--- src/rtl/led_mux_pkg.sv ---
// Shared types and helpers for the LED source arbiter and future arbiters.
package led_mux_pkg;

  typedef enum logic {NORMAL, ALERT} led_mux_state_t;

  localparam int unsigned LedW = 8;

  // Index of the lowest set bit; 0 when nothing is set (callers gate with |vec).
  function automatic logic [3:0] lowest_set(input logic [15:0] vec);
    logic [3:0] idx;
    idx = '0;
    for (int i = 15; i >= 0; i--) begin
      if (vec[i]) idx = 4'(i);
    end
    return idx;
  endfunction

endpackage

--- src/rtl/btn_debounce.sv ---
// Button conditioner: 2-flop synchronizer, stability counter and a 1-cycle
// pulse on each accepted press. Releases produce no pulse.
module btn_debounce
  import led_mux_pkg::*;
#(
  parameter int unsigned DEBOUNCE_CYC = 250000
) (
  input  logic i_clk,
  input  logic i_rst_n,
  input  logic i_btn,
  output logic o_pulse
);

  localparam int unsigned CntW = (DEBOUNCE_CYC > 1) ? $clog2(DEBOUNCE_CYC) : 1;

  logic            sync1_q, sync2_q;
  logic            level_q, level_d, level_prev_q;
  logic [CntW-1:0] cnt_q, cnt_d;

  always_ff @(posedge i_clk or negedge i_rst_n) begin
    if (!i_rst_n) begin
      sync1_q      <= 1'b0;
      sync2_q      <= 1'b0;
      level_q      <= 1'b0;
      level_prev_q <= 1'b0;
      cnt_q        <= '0;
    end else begin
      sync1_q      <= i_btn;
      sync2_q      <= sync1_q;
      level_q      <= level_d;
      level_prev_q <= level_q;
      cnt_q        <= cnt_d;
    end
  end

  // Any agreement between synced and debounced levels restarts the count.
  always_comb begin
    level_d = level_q;
    cnt_d   = '0;
    if (sync2_q != level_q) begin
      if (cnt_q == CntW'(DEBOUNCE_CYC - 1)) begin
        level_d = sync2_q;
      end else begin
        cnt_d = cnt_q + CntW'(1);
      end
    end
  end

  assign o_pulse = level_q & ~level_prev_q;

endmodule

--- src/rtl/led_mux_ctrl.sv ---
// Arbitrates the 8 user LEDs between N_SRC status sources with button selection
// and preempting alerts. Define LED_MUX_BLINK_EN to blink the alert display.
module led_mux_ctrl
  import led_mux_pkg::*;
#(
  parameter int unsigned N_SRC          = 4,
  parameter int unsigned DEBOUNCE_CYC   = 250000,
  parameter int unsigned ALERT_HOLD_CYC = 12500000,
  parameter int unsigned BLINK_CYC      = 3125000
) (
  input  logic                       i_clk,
  input  logic                       i_rst_n,
  input  logic                       i_btn_next,
  input  logic [N_SRC*8-1:0]         i_src_data,
  input  logic [N_SRC-1:0]           i_alert_req,
  output logic [LedW-1:0]            o_led,
  output logic [$clog2(N_SRC)-1:0]   o_sel,
  output logic                       o_alert_active,
  output logic [$clog2(N_SRC)-1:0]   o_alert_id
);

  localparam int unsigned SelW  = $clog2(N_SRC);
  localparam int unsigned HoldW = $clog2(ALERT_HOLD_CYC);

  if (N_SRC < 2 || N_SRC > 16) begin : g_bad_n_src
    $error("led_mux_ctrl: N_SRC must be 2..16");
  end
  if (DEBOUNCE_CYC < 2) begin : g_bad_debounce
    $error("led_mux_ctrl: DEBOUNCE_CYC must be >= 2");
  end
  if (ALERT_HOLD_CYC < 2) begin : g_bad_hold
    $error("led_mux_ctrl: ALERT_HOLD_CYC must be >= 2");
  end
  if (BLINK_CYC < 1) begin : g_bad_blink
    $error("led_mux_ctrl: BLINK_CYC must be >= 1");
  end

  logic                 next_pulse;
  logic [LedW-1:0]      src_arr [N_SRC];
  led_mux_state_t       state_q, state_d;
  logic [SelW-1:0]      sel_q, sel_d;
  logic [SelW-1:0]      id_q, id_d;
  logic [SelW-1:0]      req_low;
  logic                 req_any;
  logic                 load;
  logic [HoldW-1:0]     hold_q, hold_d;
  logic [LedW-1:0]      led_q, led_d;
  logic                 show;

  btn_debounce #(
    .DEBOUNCE_CYC (DEBOUNCE_CYC)
  ) u_btn_debounce (
    .i_clk   (i_clk),
    .i_rst_n (i_rst_n),
    .i_btn   (i_btn_next),
    .o_pulse (next_pulse)
  );

  for (genvar g = 0; g < N_SRC; g++) begin : g_src
    assign src_arr[g] = i_src_data[8*g +: 8];
  end

  assign req_any = |i_alert_req;
  assign req_low = SelW'(lowest_set(16'(i_alert_req)));

  // Selection keeps advancing during an alert; it only becomes visible on return.
  always_comb begin
    sel_d = sel_q;
    if (next_pulse) begin
      sel_d = (sel_q == SelW'(N_SRC - 1)) ? '0 : sel_q + SelW'(1);
    end
  end

  always_comb begin
    state_d = state_q;
    id_d    = id_q;
    hold_d  = (hold_q != '0) ? hold_q - HoldW'(1) : '0;
    load    = 1'b0;
    case (state_q)
      NORMAL: begin
        if (req_any) load = 1'b1;
      end
      ALERT: begin
        if (req_any && (req_low < id_q)) begin
          load = 1'b1;
        end else if ((hold_q == '0) && !i_alert_req[id_q]) begin
          // The shown request is gone here, so any remaining bit is another source.
          if (req_any) load = 1'b1;
          else         state_d = NORMAL;
        end
      end
      default: state_d = NORMAL;
    endcase
    if (load) begin
      state_d = ALERT;
      id_d    = req_low;
      hold_d  = HoldW'(ALERT_HOLD_CYC - 1);
    end
  end

`ifdef LED_MUX_BLINK_EN
  localparam int unsigned BlinkW = (BLINK_CYC > 1) ? $clog2(BLINK_CYC) : 1;

  logic [BlinkW-1:0] blink_cnt_q, blink_cnt_d;
  logic              phase_q, phase_d;

  always_ff @(posedge i_clk or negedge i_rst_n) begin
    if (!i_rst_n) begin
      blink_cnt_q <= '0;
      phase_q     <= 1'b0;
    end else begin
      blink_cnt_q <= blink_cnt_d;
      phase_q     <= phase_d;
    end
  end

  // Every entry or reload restarts the blink lit, so a new alert is seen at once.
  always_comb begin
    blink_cnt_d = blink_cnt_q;
    phase_d     = phase_q;
    if (load) begin
      blink_cnt_d = '0;
      phase_d     = 1'b1;
    end else if (state_q == ALERT) begin
      if (blink_cnt_q == BlinkW'(BLINK_CYC - 1)) begin
        blink_cnt_d = '0;
        phase_d     = ~phase_q;
      end else begin
        blink_cnt_d = blink_cnt_q + BlinkW'(1);
      end
    end
  end

  assign show = phase_d;
`else
  assign show = 1'b1;
`endif

  always_comb begin
    led_d = src_arr[sel_d];
    if (state_d == ALERT) begin
      led_d = show ? src_arr[id_d] : '0;
    end
  end

  always_ff @(posedge i_clk or negedge i_rst_n) begin
    if (!i_rst_n) begin
      state_q <= NORMAL;
      sel_q   <= '0;
      id_q    <= '0;
      hold_q  <= '0;
      led_q   <= '0;
    end else begin
      state_q <= state_d;
      sel_q   <= sel_d;
      id_q    <= id_d;
      hold_q  <= hold_d;
      led_q   <= led_d;
    end
  end

  assign o_led          = led_q;
  assign o_sel          = sel_q;
  assign o_alert_active = (state_q == ALERT);
  assign o_alert_id     = id_q;

endmodule

--- config.mk ---
export PLATFORM = sky130hd
export DESIGN_NAME = led_mux_ctrl
export DESIGN_NICKNAME = d
export VERILOG_FILES = /design/src/rtl/led_mux_pkg.sv /design/src/rtl/btn_debounce.sv /design/src/rtl/led_mux_ctrl.sv
export SDC_FILE = /design/constraint.sdc
export NUM_CORES = 1
export LEC_CHECK = 0
export BUFFER_PORTS_ARGS = -buffer_cell sky130_fd_sc_hd__buf_2
export CAP_MARGIN = 10
export CORE_UTILIZATION = 30
export CTS_BUF_LIST = sky130_fd_sc_hd__clkbuf_4 sky130_fd_sc_hd__clkbuf_8
export CTS_CLUSTER_SIZE = 24
export DETAILED_ROUTE_END_ITERATION = 8
export HOLD_SLACK_MARGIN = 0.08
export PLACE_DENSITY = 0.56
export SLEW_MARGIN = 20
export SYNTH_ARGS = -nofsm -noshare
export SYNTH_HDL_FRONTEND = slang
export SYNTH_SLANG_ARGS = --single-unit
--- constraint.sdc ---
create_clock -name i_clk -period 3.4 [get_ports i_clk]
set_input_delay 0.17 -clock i_clk [delete_from_list [all_inputs] [get_ports i_clk]]
set_output_delay 0.17 -clock i_clk [all_outputs]
set_load 0.02 [all_outputs]
==> summary.md <==
| Metric | Value |
|---|---|
| Hold Path Class | `in -> reg` |
| Global-route wire length before repair | `between 10000 and 15000 um` |
| Initial Util | `a little under a third` |
| Yosys cell types | `47` |
| Post-synth ARST share | `100%` |
| Final min period | `approximately 3.2 ns` |
| R2R cell count | `7` |
| Mapped Nets | `381` |
| Req. time, crit path | `around 3.6 ns` |
| Setup TNS Final | `0 ns` |
| Layout cells sized above 1 | `22.6%` |
| Syn. warnings | `0` |
| Worst-path clk slew | `around 0.070 ns` |
| Max_cap viols | `0` |
| Sink Count | `59` |
| Placed Area | `about 3800 um2` |
| Nets | `441` |
| Worst hold slack | `roughly 0.18 ns` |
| Power density cells | `553 nW/um2` |
| Hold_sp | `i_src_data[3]` |
| Die width | `108 um` |
| Commonest non-fill, non-tap cells in the layout | `nor2_1 (61), dfrtp_1 (59), buf_2 (51)` |
| Startpoint Class | `flop` |
| Sequential share of the synthesized area | `between 40% and 50%` |
| NetSw | `approximately 730 uW` |
| Failing checks | `DRC` |
| Relative slew slack | `between 30% and 40%` |
| Fin crit share | `between 90% and 100%` |
| Tot Pwr | `approximately 2.2 mW` |
| Least-Margin Pin Slew | `~0.97 ns` |
| Longest Clk Path Bufs | `2` |
| Area growth syn-to-layout | `21.2%` |
| Worst r2r dst | `o_led[7]` |
| Die area | `roughly 12000 um2` |
| WHS Endpoint | `o_led[3]` |
| Vias per inst | `4.87` |
| Clk pwr share | `between 30% and 40%` |
| Dpl cells | `524` |
| DR vias | `between 2k and 3k` |
| Final Cell Area | `a little over 4000 um2` |
| Root buf cell | `clkbuf_8` |
| Grt total ovfl | `0` |
| Clk_skew | `0.0117 ns` |
| Avg Inst Size Synth | `9.91 um2` |
| Gr usage total | `about 14%` |
| Number of CTS-inserted buffers | `9` |
| Synthesized cell area | `3340 um2` |
| Antenna diodes | `0` |
| Crit path kind | `reg -> reg` |
| Skew-Pair Late Insertion Delay | `between 0.3 and 0.4 ns` |
| CP arrival | `3.38 ns` |
| Post-Synthesis Cells | `roughly 340` |
| Dpl ws | `between 0.1 and 0.15 ns` |
| Fin cells | `between 500 and 600` |
| Util after Layout | `between 30% and 40%` |
| Remaining antenna violation count | `0` |
| Largest net degree at the start of global routing | `35` |
| Static leakage | `1.88 nW` |
| Core Area | `10800 um2` |
| Total iterations of the first detailed-routing run | `6` |
| I/O Buffers | `between 50 and 60` |
| Dominant synthesized flop cell | `dfrtp_1` |
| Max Clock Freq | `between 300 and 400 MHz` |
| Ports | `52` |
| Net Sw Frac | `about a third` |
| Antenna violations before repair | `0` |
| Hold Crit Depth | `3` |
| Number of synthesized flops with an enable pin | `0` |
| Int Power | `~1.5 mW` |
| PnR worst setup slack | `between 0.2 and 0.25 ns` |
| Fillers | `1107` |
| Die height | `between 100 and 150 um` |
| Final setup viols | `0` |
| Max-slew violations | `0` |
| Vias in the first global route | `roughly 2.7k` |
| Detailed Place HPWL | `5270 um` |
| DRC | `2` |
| Leading cell type in the layout, fill and taps excluded | `nor2_1` |
| Reg-to-Reg Start | `hold_q[6]` |
| #FFs+latches synth | `59` |
| Crit. End Element | `flop` |
| Standard-cell rows | `38` |
| DR iter-0 viols | `between 100 and 150` |
| Outcome | `complete, but fails checks` |
| RSZ-0062 raised after global routing | `false` |
| Combinational Power Share | `about 30%` |
| DR WL/cell | `13.6 um` |
| Htree depth | `3` |
| GPL Wtd Cong | `0.782` |
| Setup bufs post-CTS | `0` |
| Peak VDD IR | `0.201 mV` |
| TritonCTS clock tree | `yes` |
| R2R Setup Slk | `between 0.2 and 0.25 ns` |
| Final hold vios | `0` |
| Routed WL | `7390 um` |
| Sequential power share | `37.4%` |
| Worst-path maximum fanout | `17` |
## state kept, by name, indices dropped and copies added, names as in the netlist
signal,cells
hold_q,24
u_btn_debounce.sync2_q,1
o_alert_id,2
u_btn_debounce.sync1_q,1
u_btn_debounce.level_prev_q,1
o_led,8
o_sel,2
u_btn_debounce.cnt_q,18
u_btn_debounce.level_q,1
o_alert_active,1
## repair_timing
action / CTS / global route
resized for setup: 0 / 2
hold buffers: 2 / 0
hold endpoints to repair: 34 / 0
endpoints found under the setup margin: 0 / 7
## layer usage
metal / share of wire (%) / track usage, % / up-vias
li1: - / - / 1314
met1: 50 / 19.0 / 1261
met2: 45 / 20.8 / 52
met3: 3.4 / 2.97 / 11
met4: 1.9 / 7.05 / 0
met5: 0 / 0 / -
## area by class of cell
class                   instances  area [um2]  area share [%]
inverters                       9        33.8           0.835
clock buffers                  12         153            3.77
multi-input cells             257        1800            44.5
repair buffers                 61         335            8.29
well taps                     140         175            4.33
clock inverters                 4        73.8            1.82
flip-flops and latches         59        1480            36.5
## worst max-delay path: stages, from the launching register on
cell	delay, ns
dfrtp_1	0.41
or4_4	0.56
or3_1	0.40
or4b_1	0.61
a311oi_4	0.26
buf_4	0.33
mux2i_1	0.13
a221oi_1	0.32
## cell usage after synthesis (2+ instances only)
cell / instances / area (um2)
nor2_1: 61 / 229
dfrtp_1: 59 / 1480
mux2i_1: 42 / 420
xnor2_1: 23 / 201
o21ai_0: 17 / 85.1
xor2_1: 14 / 123
nand2_1: 13 / 48.8
nand3_1: 11 / 55.1
nor3_1: 11 / 55.1
inv_1: 9 / 33.8
nor4_1: 8 / 50.1
a221oi_1: 7 / 61.3
clkbuf_1: 7 / 26.3
nand4_1: 6 / 37.5
ha_1: 5 / 62.6
and3_1: 4 / 25.0
or3_1: 3 / 18.8
a21oi_1: 2 / 10.0
a311oi_1: 2 / 17.5
buf_1: 2 / 7.51
nand2b_1: 2 / 12.5
nor2b_1: 2 / 12.5
or2_2: 2 / 12.5
or4_1: 2 / 15.0
## how the worst max path moves through the flow
stage	to	startpoint	cells past startpoint
floorplan	o_led[6]	hold_q[6]	9
global placement	o_led[2]	hold_q[6]	6
detailed placement	o_led[7]	hold_q[6]	6
CTS	o_led[7]	hold_q[6]	6
global route	o_led[7]	hold_q[6]	7
finish	o_led[7]	hold_q[6]	7
## power by group through the flow
stage / clock network [mW] / registers, mW / logic (mW)
after floorplan: 0 / 0.907 / 0.436
after global placement: 0 / 0.857 / 0.650
after detailed placement: 0 / 0.849 / 0.674
after CTS: 0.756 / 0.840 / 0.674
after global routing: 0.784 / 0.847 / 0.741
final: 0.731 / 0.837 / 0.671
## kinds of logic (layout without fill, tap and decap cells)
logic type / after synthesis / count (layout) / share of synthesized area, %
flops: 59 / 59 / 44.2
mux: 44 / 44 / 13.6
compound gates: 34 / 34 / 7.04
buf+inv: 21 / 86 / 3.00
fa+ha+maj: 5 / 5 / 1.87
xor+xnor: 37 / 37 / 9.70
simple gates: 137 / 137 / 20.6
Power figures use the tool's default switching activity.
